===== src/rtl/ie_collector.sv =====
// ie_collector: picks one exception/interrupt per service window and
// pulses IE with captured context. Optional: IE_DROP_COUNT_EN.
module ie_collector #(
  parameter int START_TIMEOUT = 15
) (
  input  logic        clk,
  input  logic        reset,
  input  logic        enable,
  input  logic        wb_valid,
  input  logic        wb_prot_fault,
  input  logic        wb_page_fault,
  input  logic [31:0] wb_EIP,
  input  logic [31:0] wb_next_EIP,
  input  logic [17:0] wb_EFLAGS,
  input  logic [15:0] wb_CS,
  input  logic        int_req,
  input  logic        is_servicing_IE,
  output logic        IE_out,
  output logic [2:0]  IE_type_out,
  output logic [31:0] EIP_out,
  output logic [17:0] EFLAGS_out,
  output logic [15:0] CS_out,
  output logic        busy,
`ifdef IE_DROP_COUNT_EN
  output logic [7:0]  drop_cnt,
`endif
  output logic        start_err
);

  typedef enum logic [1:0] {
    S_IDLE,
    S_PULSE,
    S_WAIT,
    S_BUSY
  } state_t;

  localparam logic [3:0] TO_LAST =
    4'(START_TIMEOUT - 1);

  state_t      state;
  logic [3:0]  cnt;
  logic        int_pend;

  logic        prot_hit;
  logic        page_hit;
  logic        fault_hit;
  logic        int_hit;
  logic        issue;
  logic        issue_int;
  logic [2:0]  type_nxt;

  assign prot_hit  = wb_valid & wb_prot_fault;
  assign page_hit  = wb_valid & wb_page_fault;
  assign fault_hit = prot_hit | page_hit;
  assign int_hit   = wb_valid & (int_pend | int_req);
  assign issue     = (state == S_IDLE)
                   & (fault_hit | int_hit);
  assign issue_int = issue & ~fault_hit;

  // fixed-priority one-hot type select
  always_comb begin
    type_nxt = 3'b000;
    priority case (1'b1)
      prot_hit: type_nxt = 3'b001;
      page_hit: type_nxt = 3'b010;
      int_hit:  type_nxt = 3'b100;
      default:  type_nxt = 3'b000;
    endcase
  end

  // interrupt latch; consumed only when an interrupt issues
  always_ff @(posedge clk or negedge reset) begin
    if (!reset) begin
      int_pend <= 1'b0;
    end else if (enable) begin
      if (issue_int)
        int_pend <= 1'b0;
      else if (int_req)
        int_pend <= 1'b1;
    end
  end

  // issue FSM with registered pulse, context and status
  always_ff @(posedge clk or negedge reset) begin
    if (!reset) begin
      state       <= S_IDLE;
      cnt         <= 4'd0;
      IE_out      <= 1'b0;
      IE_type_out <= 3'b000;
      EIP_out     <= 32'd0;
      EFLAGS_out  <= 18'd0;
      CS_out      <= 16'd0;
      busy        <= 1'b0;
      start_err   <= 1'b0;
    end else if (enable) begin
      unique case (state)
        S_IDLE: begin
          if (issue) begin
            state       <= S_PULSE;
            IE_out      <= 1'b1;
            busy        <= 1'b1;
            IE_type_out <= type_nxt;
            EIP_out     <= issue_int
                         ? wb_next_EIP
                         : wb_EIP;
            EFLAGS_out  <= wb_EFLAGS;
            CS_out      <= wb_CS;
          end
        end
        S_PULSE: begin
          IE_out <= 1'b0;
          cnt    <= 4'd0;
          state  <= S_WAIT;
        end
        S_WAIT: begin
          if (is_servicing_IE) begin
            state <= S_BUSY;
          end else if (cnt == TO_LAST) begin
            start_err <= 1'b1;
            busy      <= 1'b0;
            state     <= S_IDLE;
          end else begin
            cnt <= cnt + 4'd1;
          end
        end
        S_BUSY: begin
          if (!is_servicing_IE) begin
            busy  <= 1'b0;
            state <= S_IDLE;
          end
        end
        default: begin
          state <= S_IDLE;
        end
      endcase
    end
  end

`ifdef IE_DROP_COUNT_EN
  // saturating count of faults dropped while busy
  always_ff @(posedge clk or negedge reset) begin
    if (!reset) begin
      drop_cnt <= 8'd0;
    end else if (enable) begin
      if (fault_hit && busy
          && drop_cnt != 8'hFF)
        drop_cnt <= drop_cnt + 8'd1;
    end
  end
`endif

endmodule


===== config.mk =====
export PLATFORM = sky130hd
export DESIGN_NAME = ie_collector
export DESIGN_NICKNAME = d
export VERILOG_FILES = /design/src/rtl/ie_collector.sv
export SDC_FILE = /design/constraint.sdc
export NUM_CORES = 1
export LEC_CHECK = 0
export ABC_AREA = 0
export CORE_MARGIN = 3
export CORE_UTILIZATION = 43
export CTS_CLUSTER_DIAMETER = 150
export DETAILED_ROUTE_END_ITERATION = 16
export GPL_ROUTABILITY_DRIVEN = 0
export PLACE_DENSITY = 0.94
export SLEW_MARGIN = 20
export SYNTH_ARGS = -nofsm -noshare
export SYNTH_HDL_FRONTEND = slang
export SYNTH_SLANG_ARGS = --single-unit

===== constraint.sdc =====
create_clock -name clk -period 3.68 [get_ports clk]
set_input_delay 0.736 -clock clk [delete_from_list [all_inputs] [get_ports clk]]
set_output_delay 0.736 -clock clk [all_outputs]
set_load 0.02 [all_outputs]

==> metrics.txt, run 1 <==
status finished, final reports clean; Synth top area share 57.7%; Die H 95.2 um; Synth Cell Area 3420 um^2; synth top area cells dfrtp_1, mux2_2, o221ai_1; Syn Area/Cell 11.8 um^2; antenna violations before repair 0; gr usage total 22.6%; routed via count 3019; # rows 31; Netlist cell types 32; Crit Path Category in -> reg; Non-Filler Instances 567; Fin Clk Skew 0.0107 ns; Clock Latency Late Sink 0.33 ns; VDD IR-drop max 0.460 mV; DRC 0; cell taking the most area after synthesis dfrtp_1; # port buffers 177; clock buffers created by TritonCTS 9; CTS sink cnt 79; Remaining Overflow, GRT 0; Critical Path End CS_out[9]; placed insts 551; Hold Vio Cnt, Final 0; Yosys reg bits 79; Ant. Diodes 0; CTS tree yes; pwr dens 780 nW/um^2; syn nets 401; Pwr Total 0.00426 W; Post-Syn Instances 289; relative slew slack 34.2%; leakage 2.24 nW; antenna-violating nets left 0; Critical-path top delay cell clkdlybuf4s50_1; largest net degree at the start of global routing 80; Combinational Power Share 49.8%; Clock transition at path regs 0.09 ns; starting DRC count in detailed routing 112; Internal 0.00267 W; vias in the first global route 3199; Top Ports 178; register area share after synthesis 57.7%; final wirelength 10200 um; Starting Density 45.7%; WL/cell 17.9 um; crit share post-route 64.9%; switching power total 0.00159 W; final setup fails 0; DP HPWL 7620 um; Min Clock Period, post-route 2.39 ns; RR Endpoint EIP_out[3]; WP buf/inv 2; setup tns final 0 ns; Max-Cap Viols 0; die area 9070 um^2; Hold WC Path Type reg -> reg; CP Depth 5; hold buffer count at cts 0; layout cell share with drive strength beyond 1 13.0%; RR Startpoint state[0]; Reg2Reg Setup Slack 1.63 ns; DR vias/cell 5.32; RSZ-0062 raised after global routing false; worst-path fanout max 46; htree depth 3; Data arrival, critical path 2.60 ns; Slowest Stage Delay on Critical Path 0.56 ns; Clk Tree Root Cell clkbuf_8; worst setup path startpoint wb_valid; Die W 95.2 um; top cell family by delay on the critical path buffers and inverters; Clock Power Share 14.6%; Critical Path RT 3.89 ns; clk buf depth 2; final slew viol count 0; Register-to-Register Path Depth 7; global-route wire length before repair 15800 um; Pre-antenna DRT Iters 4; worst path cell trace clkdlybuf4s50_1 > o21ai_0 > a21oi_4 > buf_4 > mux2_2; switching share of power 37.4%; # nets final 575; CP Launch Type primary input; Reg power frac 35.6%; area delta synth->final 59.5%; Core ar. 7490 um^2; YS warnings 0; top achievable clock speed 0.419 GHz; post-CTS sizing 0; Post CTS Setup Buffer Count 0; Worst Tran Pin Value 0.986 ns; Critical Path Sink Type register
cell families after synthesis:
logic type               share of synthesized area [%]
AO/OA/AOI/OAI                                     18.1
flip-flops                                        57.7
buffers and inverters                             6.51
multiplexers                                      11.8
AND/OR/NAND/NOR                                   3.62
adder cells (fa/ha/maj)                           2.19
cell usage after synthesis, drive strengths merged:
| cell | count |
|---|---|
| clkbuf | 7 |
| o311ai | 2 |
| a21o | 1 |
| o211ai | 1 |
| o311a | 1 |
| o221ai | 32 |
| inv | 37 |
| mux2i | 1 |
| nor2 | 5 |
| nor3b | 1 |
| mux2 | 35 |
| a22o | 3 |
| nor3 | 1 |
| ha | 6 |
| or2b | 1 |
| nand2 | 9 |
| nand3 | 5 |
| or3b | 1 |
| a21oi | 5 |
| a31o | 1 |
| nand4 | 1 |
| and3 | 1 |
| dfrtp | 79 |
| o22ai | 1 |
| o21ai | 37 |
| buf | 11 |
| o21a | 1 |
| o22a | 1 |
| a31oi | 2 |
power by group through the flow:
stage / registers, W / logic [W] / clock network, W
after floorplan: 0.00197 / 0.000579 / 0
after global placement: 0.00149 / 0.00207 / 0
after detailed placement: 0.00153 / 0.00214 / 0
after CTS: 0.00152 / 0.00215 / 0.000635
after global routing: 0.00157 / 0.00227 / 0.000675
final: 0.00151 / 0.00212 / 0.000621
registers in the layout (all words and copies together), names as in the netlist:
| signal | cells |
|---|---|
| start_err | 1 |
| EFLAGS_out | 18 |
| busy | 1 |
| cnt | 4 |
| state | 2 |
| EIP_out | 32 |
| int_pend | 1 |
| IE_type_out | 3 |
| IE_out | 1 |
| CS_out | 16 |
cells in the final DEF (no fill, tap or decap), types with 2 or more instances in the layout:
cell / instances
clkinv_2: 3
mux2_2: 35
inv_1: 37
a22o_1: 2
dfrtp_1: 79
o311ai_0: 2
clkdlybuf4s50_1: 176
ha_1: 6
nor2_1: 4
nand2_1: 9
o21ai_0: 37
nand3_1: 5
buf_4: 5
a21oi_1: 4
clkbuf_8: 9
o221ai_1: 32
a31oi_1: 2
worst min path at each step:
stage	cells past startpoint	to	start	slack, ns
2_1_floorplan	0	CS_out[0]	reset	0.44
3_3_place_gp	1	start_err	start_err	0.44
3_5_place_dp	1	start_err	start_err	0.46
4_1_cts	1	start_err	start_err	0.48
5_1_grt	1	start_err	start_err	0.50
6_report	1	start_err	start_err	0.48
final cells by class:
cell class,instances,area (um^2)
Inverter,37,139
Clock buffer,10,128
Tap cell,99,124
Timing Repair Buffer,181,1800
Sequential cell,79,1980
Clock inverter,6,61.3
Multi-Input combinational cell,155,1230
Fill cell,543,2020
per-layer routing:
layer | share of wire (%) | track usage, % | vias up
met1 | 35 | 23.9 | 1486
met3 | 7.5 | 5.68 | 20
met4 | 2.4 | 8.53 | 0
li1 | - | - | 1389
met2 | 55 | 42.6 | 124
met5 | 0 | 0 | -
stage by stage:
step / setup slack [ns] / area (um^2) / utilization, % / hold WS (ns)
6_report: 1.29 / 5460 / 73.0 / 0.479
5_1_grt: 1.18 / 5460 / 73.0 / 0.504
4_1_cts: 1.32 / 5460 / 73.0 / 0.484
3_5_place_dp: 0.958 / 5270 / 70.4 / 0.460
3_3_place_gp: 1.03 / 5270 / 70.4 / 0.444
2_1_floorplan: 1.72 / 3420 / - / 0.440
(Power assumes the default switching activity.)
==> inputs of run 2 (changes only) <==
Settings changed: CORE_UTILIZATION 43 to 40, PLACE_DENSITY 0.94 to 0.89.
Clock period 3.68 ns to 2.5 ns, I/O delays scaled along.
==> run 2 against run 1 <==
Compared with the run above: sequential share of layout area down 0.66 points; combinational power up 48%; non-clock buffer count up 4; clock power up 58%; global-route usage down 3.1 points; clock skew up 0.0019 ns; setup slack worse by 0.82 ns; hold slack worse by 0.36 ns; count of clock-buffer cells in the layout up 1; final cell count up 1.8%; die area up 7.0%; highest routed layer unchanged.
==> metrics.txt, run 2 (same netlist as run 1, synthesis figures left out) <==
RR Startpoint state[1]; WL/cell 16.4 um (-8.2%); commonest non-fill, non-tap cells in the layout clkdlybuf4s50_1, dfrtp_1, inv_1, o21ai_0, mux2_2; clk buf depth 2 (unchanged); Hold WC Path Type in -> async; Pre-antenna DRT Iters 4 (unchanged); top achievable clock speed 0.492 GHz; starting DRC count in detailed routing 79 (-29%); CTS tree yes; commonest non-fill, non-tap cell in the layout clkdlybuf4s50_1; RR Endpoint state[0]; Worst Tran Pin Value 0.510 ns (-0.476 ns); # nets final 579 (+0.70%); htree depth 3 (unchanged); crit share post-route 81.3%; register area 1980 um^2 (unchanged); Core ar. 8260 um^2 (+10%); Crit Path Category reg -> reg; RSZ-0062 raised after global routing false; VDD IR-drop max 0.682 mV (+48%); leakage 2.28 nW (+1.7%); die area 9700 um^2 (+7.0%); Reg2Reg Setup Slack 0.47 ns (-1.16 ns); Clock transition at path regs 0.08 ns (about the same); worst-path fanout max 6 (-87%); global-route wire length before repair 15300 um (-2.9%); setup tns final 0 ns (unchanged); Setup WS post-layout 0.468 ns (-0.824 ns); Top Ports 178 (unchanged); status finished, final reports clean; final wirelength 9490 um (-6.6%); Top Registers EIP_out x32, EFLAGS_out x18, CS_out x16; Remaining Overflow, GRT 0 (unchanged); largest register by flop count EIP_out; layout cell share with drive strength beyond 1 14.0% (+0.95 points); Layout fillers 615 (+13%); Die W 98.5 um (+3.4%); CTS sink cnt 79 (unchanged); Max-Cap Viols 0 (unchanged); Clk Tree Root Cell clkbuf_8; footprint of the multi-input gates 1230 um^2 (unchanged); vias in the first global route 3104 (-3.0%); final slew viol count 0 (unchanged); DR vias/cell 5.12 (-3.8%); max reg flops 32 (unchanged); Ant. Diodes 0 (unchanged); CP Launch Type register; clock buffers created by TritonCTS 9 (unchanged); hold buffer count at cts 0 (unchanged); # port buffers 177 (unchanged); post-CTS sizing 0 (unchanged); Min Clock Period, post-route 2.03 ns; relative slew slack 65.8% (+32 points); Critical Path Sink Type register; pwr dens 1140 nW/um^2 (+46%); gr usage total 19.4% (-3.1 points); Clock Latency Late Sink 0.34 ns (about the same); Hold Vio Cnt, Final 0 (unchanged); DP Worst Slack 0.160 ns (-0.798 ns); Fin Clk Skew 0.0125 ns (+0.00186 ns); Data arrival, critical path 2.26 ns (-0.34 ns); largest net degree at the start of global routing 58 (-28%); routed via count 2954 (-2.2%); antenna-violating nets left 0 (unchanged); Starting Density 41.5% (-4.3 points); # rows 33 (+6.5%); Post CTS Setup Buffer Count 0 (unchanged); Register-to-Register Path Depth 6 (-1); Die H 98.5 um (+3.4%); Critical Path RT 2.72 ns (-1.17 ns); antenna violations before repair 0 (unchanged); area delta synth->final 62.5%; DP HPWL 7280 um (-4.5%); DRC 0 (unchanged); final setup fails 0 (unchanged)
## run 2: final cells by class
class	count	share of cell area, %
multi-input cells	155	22.2
repair buffers	185	33.6
flip-flops and latches	79	35.5
clock inverters	5	1.15
well taps	105	2.36
inverters	37	2.50
clock buffers	11	2.72
## run 2: worst max-delay path, stage by stage, from the launching register on
cell and delay (ns):
dfrtp_1 0.41, inv_1 0.13, ha_1 0.23, or3b_1 0.41, o311a_4 0.36, and3_4 0.18, o22a_2 0.21
## run 2: worst max-delay path by stage
| stage | start | endpoint | slack [ns] | cells past startpoint |
|---|---|---|---|---|
| finish | state[1] | state[0] | 0.47 | 6 |
| global route | state[0] | state[0] | 0.37 | 6 |
| CTS | state[1] | state[0] | 0.47 | 6 |
| detailed placement | wb_valid | CS_out[11] | 0.16 | 5 |
| global placement | wb_valid | EFLAGS_out[5] | 0.25 | 5 |
| floorplan | state[1] | state[0] | 0.64 | 6 |
## run 2: per-layer routing
metal	part of all wire [%]	vias to the layer above	global-route usage (%)
li1	-	1401	-
met1	39	1415	22.6
met2	51	121	34.7
met3	8.2	17	5.80
met4	1.8	0	5.46
met5	0	-	0
## run 2: power by group
group | switching (W) | internal (W) | total (W) | leakage (nW)
clock | 0.000460 | 0.000523 | 0.000983 | 0.106
combinational | 0.00152 | 0.00161 | 0.00313 | 1.19
sequential | 0.000343 | 0.00188 | 0.00222 | 0.978
## run 2: stage by stage
step / hold slack [ns] / power (W) / util (%) / std cells / instance area [um^2]
floorplan: 0.204 / 0.00376 / - / 289 / 3420
global placement: 0.448 / 0.00529 / 64.8 / 561 / 5350
detailed placement: 0.449 / 0.00540 / 64.8 / 561 / 5350
CTS: 0.122 / 0.00641 / 67.4 / 577 / 5560
global route: 0.141 / 0.00671 / 67.4 / 577 / 5560
finish: 0.120 / 0.00633 / 67.4 / 577 / 5560
==> inputs of run 3 (changes only) <==
Settings changed: CORE_UTILIZATION 40 to 36, PLACE_DENSITY 0.89 to 0.85.
Clock period 2.5 ns to 1.8 ns, I/O delays scaled along.
==> run 3 against run 2 <==
Compared with the run above: the run now ends with setup timing left; sequential cell count is the same; critical path depth increased by 1; sequential power rose by 39%; clock skew hardly changed; non-clock buffer count grew 40; hold slack better by 0.34 ns; global-route usage is 1.5 points higher; count of clock-buffer cells in the layout shrank 1; total power rose by 52%; largest cell class is now buffers; first-iteration DRC count is 110% higher; sequential share of layout area fell by 3.8 points; routed wire length is 20% higher.
==> metrics.txt, run 3 (same netlist as run 1, synthesis figures left out) <==
status finished with violations; failing checks setup timing; # nets final 620 (+7.1%); Reg2Reg Setup Slack -0.14 ns (-0.61 ns); Min Clock Period, post-route 1.94 ns (-0.0924 ns); switching share of power 36.5% (-0.17 points); Crit Path Category reg -> reg; CP Launch Type register; relative slew slack 69.0% (+3.1 points); fin util 69.5% (+2.1 points); Hold WC Path Type reg -> reg; RR Startpoint state[1]; Critical Path RT 2.03 ns (-0.69 ns); Die W 104 um (+5.1%); HP Start start_err; largest register by flop count EIP_out; Die H 104 um (+5.1%); Clk Tree Root Cell clkbuf_8; DRC 0 (unchanged); Internal 0.00609 W (+52%); antenna-violating nets left 0 (unchanged); Critical Path Sink Type register; Critical Path End state[0]; global-route wire length before repair 18100 um (+18%); Critical-path top delay cell dfrtp_1; Met1 Routed Length 4260 um (+14%); Clock Power Share 15.3% (-0.2 points); DR vias/cell 5.06 (-1.1%); Max-Cap Viols 0 (unchanged); top cell family by delay on the critical path simple AND/OR/NAND/NOR gates; final slew viol count 0 (unchanged); CTS sink cnt 79 (unchanged); die area 10700 um^2 (+10%); Hold Vio Cnt, Final 0 (unchanged); Slowest Stage Delay on Critical Path 0.40 ns (about the same); commonest non-fill, non-tap cell in the layout clkdlybuf4s50_1; WL/cell 17.9 um (+8.9%); WP buf/inv 2 (+1); Remaining Overflow, GRT 0 (unchanged); Data arrival, critical path 2.17 ns (-0.09 ns); starting DRC count in detailed routing 164 (+110%); Combinational Power Share 52.5% (+3.1 points); Starting Density 38.1% (-3.3 points); crit share post-route 108% (+26 points); RR Endpoint state[0]; final setup fails 40 (+40); worst-path fanout max 3 (-3); Pre-antenna DRT Iters 7 (+3); worst setup path startpoint state[1]; Top Registers EIP_out x32, EFLAGS_out x18, CS_out x16; worst path cell trace inv_2 > ha_4 > or3b_4 > buf_6 > o311a_4 > and3_4 > o22a_2; met3 wire length 1090 um (+40%); CTS tree yes; clock buffers created by TritonCTS 9 (unchanged); CP Depth 7 (+1); clk buf depth 2 (unchanged); top achievable clock speed 0.516 GHz (+4.8%); Clock transition at path regs 0.09 ns (about the same); Fin Clk Skew 0.0128 ns (+0.000250 ns); RSZ-0062 raised after global routing true; # rows 34 (+3.0%); max reg flops 32 (unchanged); VDD IR-drop max 0.898 mV (+32%); # port buffers 177 (unchanged); Top Ports 178 (unchanged); DP HPWL 7770 um (+6.8%); pwr dens 1540 nW/um^2 (+35%); htree depth 3 (unchanged); gr usage total 20.9% (+1.5 points); Register-to-Register Path Depth 7 (+1); area delta synth->final 82.2%; commonest non-fill, non-tap cells in the layout clkdlybuf4s50_1, dfrtp_1, inv_1, mux2_2, o21ai_1; met2 WL 5890 um (+23%); layout cell share with drive strength beyond 1 25.6% (+12 points); Core ar. 8980 um^2 (+8.7%); Top Metal Used met4; final wirelength 11400 um (+20%); largest net degree at the start of global routing 43 (-26%); switching power total 0.00350 W (+51%); antenna violations before repair 0 (unchanged); setup tns final -1.60 ns (-1.60 ns); leakage 2.56 nW (+12%); Layout fillers 650 (+5.7%); vias in the first global route 3474 (+12%); placed cell area 5550 um^2 (+3.8%); Reg power frac 32.2% (-2.9 points); Setup WS post-layout -0.140 ns (-0.608 ns); routed via count 3229 (+9.3%); Ant. Diodes 0 (unchanged); post-layout instance area 6240 um^2 (+12%); Worst Tran Pin Value 0.461 ns (-0.0494 ns); Clock Latency Late Sink 0.34 ns (about the same)
==> run 3: per-layer routing <==
metal | vias to the layer above | track usage, %
li1 | 1496 | -
met1 | 1567 | 23.8
met2 | 149 | 36.5
met3 | 17 | 8.46
met4 | 0 | 5.60
met5 | - | 0
==> run 3: per-stage QoR <==
step / std cells / hold slack, ns / total power, W / setup WS, ns
3_5_place_dp: 601 / 0.339 / 0.00769 / -0.489
2_1_floorplan: 289 / 0.0644 / 0.00523 / -0.0588
3_3_place_gp: 601 / 0.334 / 0.00750 / -0.820
6_report: 638 / 0.460 / 0.00959 / -0.140
4_1_cts: 629 / 0.463 / 0.00941 / -0.130
5_1_grt: 638 / 0.483 / 0.0102 / -0.188
==> run 3: power by group through the flow <==
| stage | combinational [W] | sequential, W | clock [W] |
|---|---|---|---|
| floorplan | 0.00119 | 0.00403 | 0 |
| global placement | 0.00446 | 0.00304 | 0 |
| detailed placement | 0.00458 | 0.00311 | 0 |
| CTS | 0.00482 | 0.00309 | 0.00151 |
| global route | 0.00537 | 0.00320 | 0.00159 |
| finish | 0.00504 | 0.00309 | 0.00146 |
==> run 3: area by class of cell <==
type                    instances  area, um^2  share of cell area (%)
repair buffers                225        2340                    37.5
flip-flops and latches         79        1980                    31.7
multi-input cells             156        1410                    22.6
well taps                     126         158                    2.53
inverters                      37         139                    2.23
clock buffers                  10         138                    2.21
clock inverters                 5        81.3                    1.30
==> run 3: what timing repair did <==
item,in CTS,in global routing
buffers inserted,10,5
gates cloned,2,4
pin swaps,5,4
gates resized for setup,29,46
hold endpoints to repair,30,0
endpoints found under the setup margin,46,75
hold buffers,1,0
==> run 3: worst min path at each step <==
stage	to	cells past startpoint
after floorplan	CS_out[0]	0
after global placement	EIP_out[11]	1
after detailed placement	EIP_out[11]	1
after CTS	start_err	1
after global routing	start_err	1
final	start_err	1
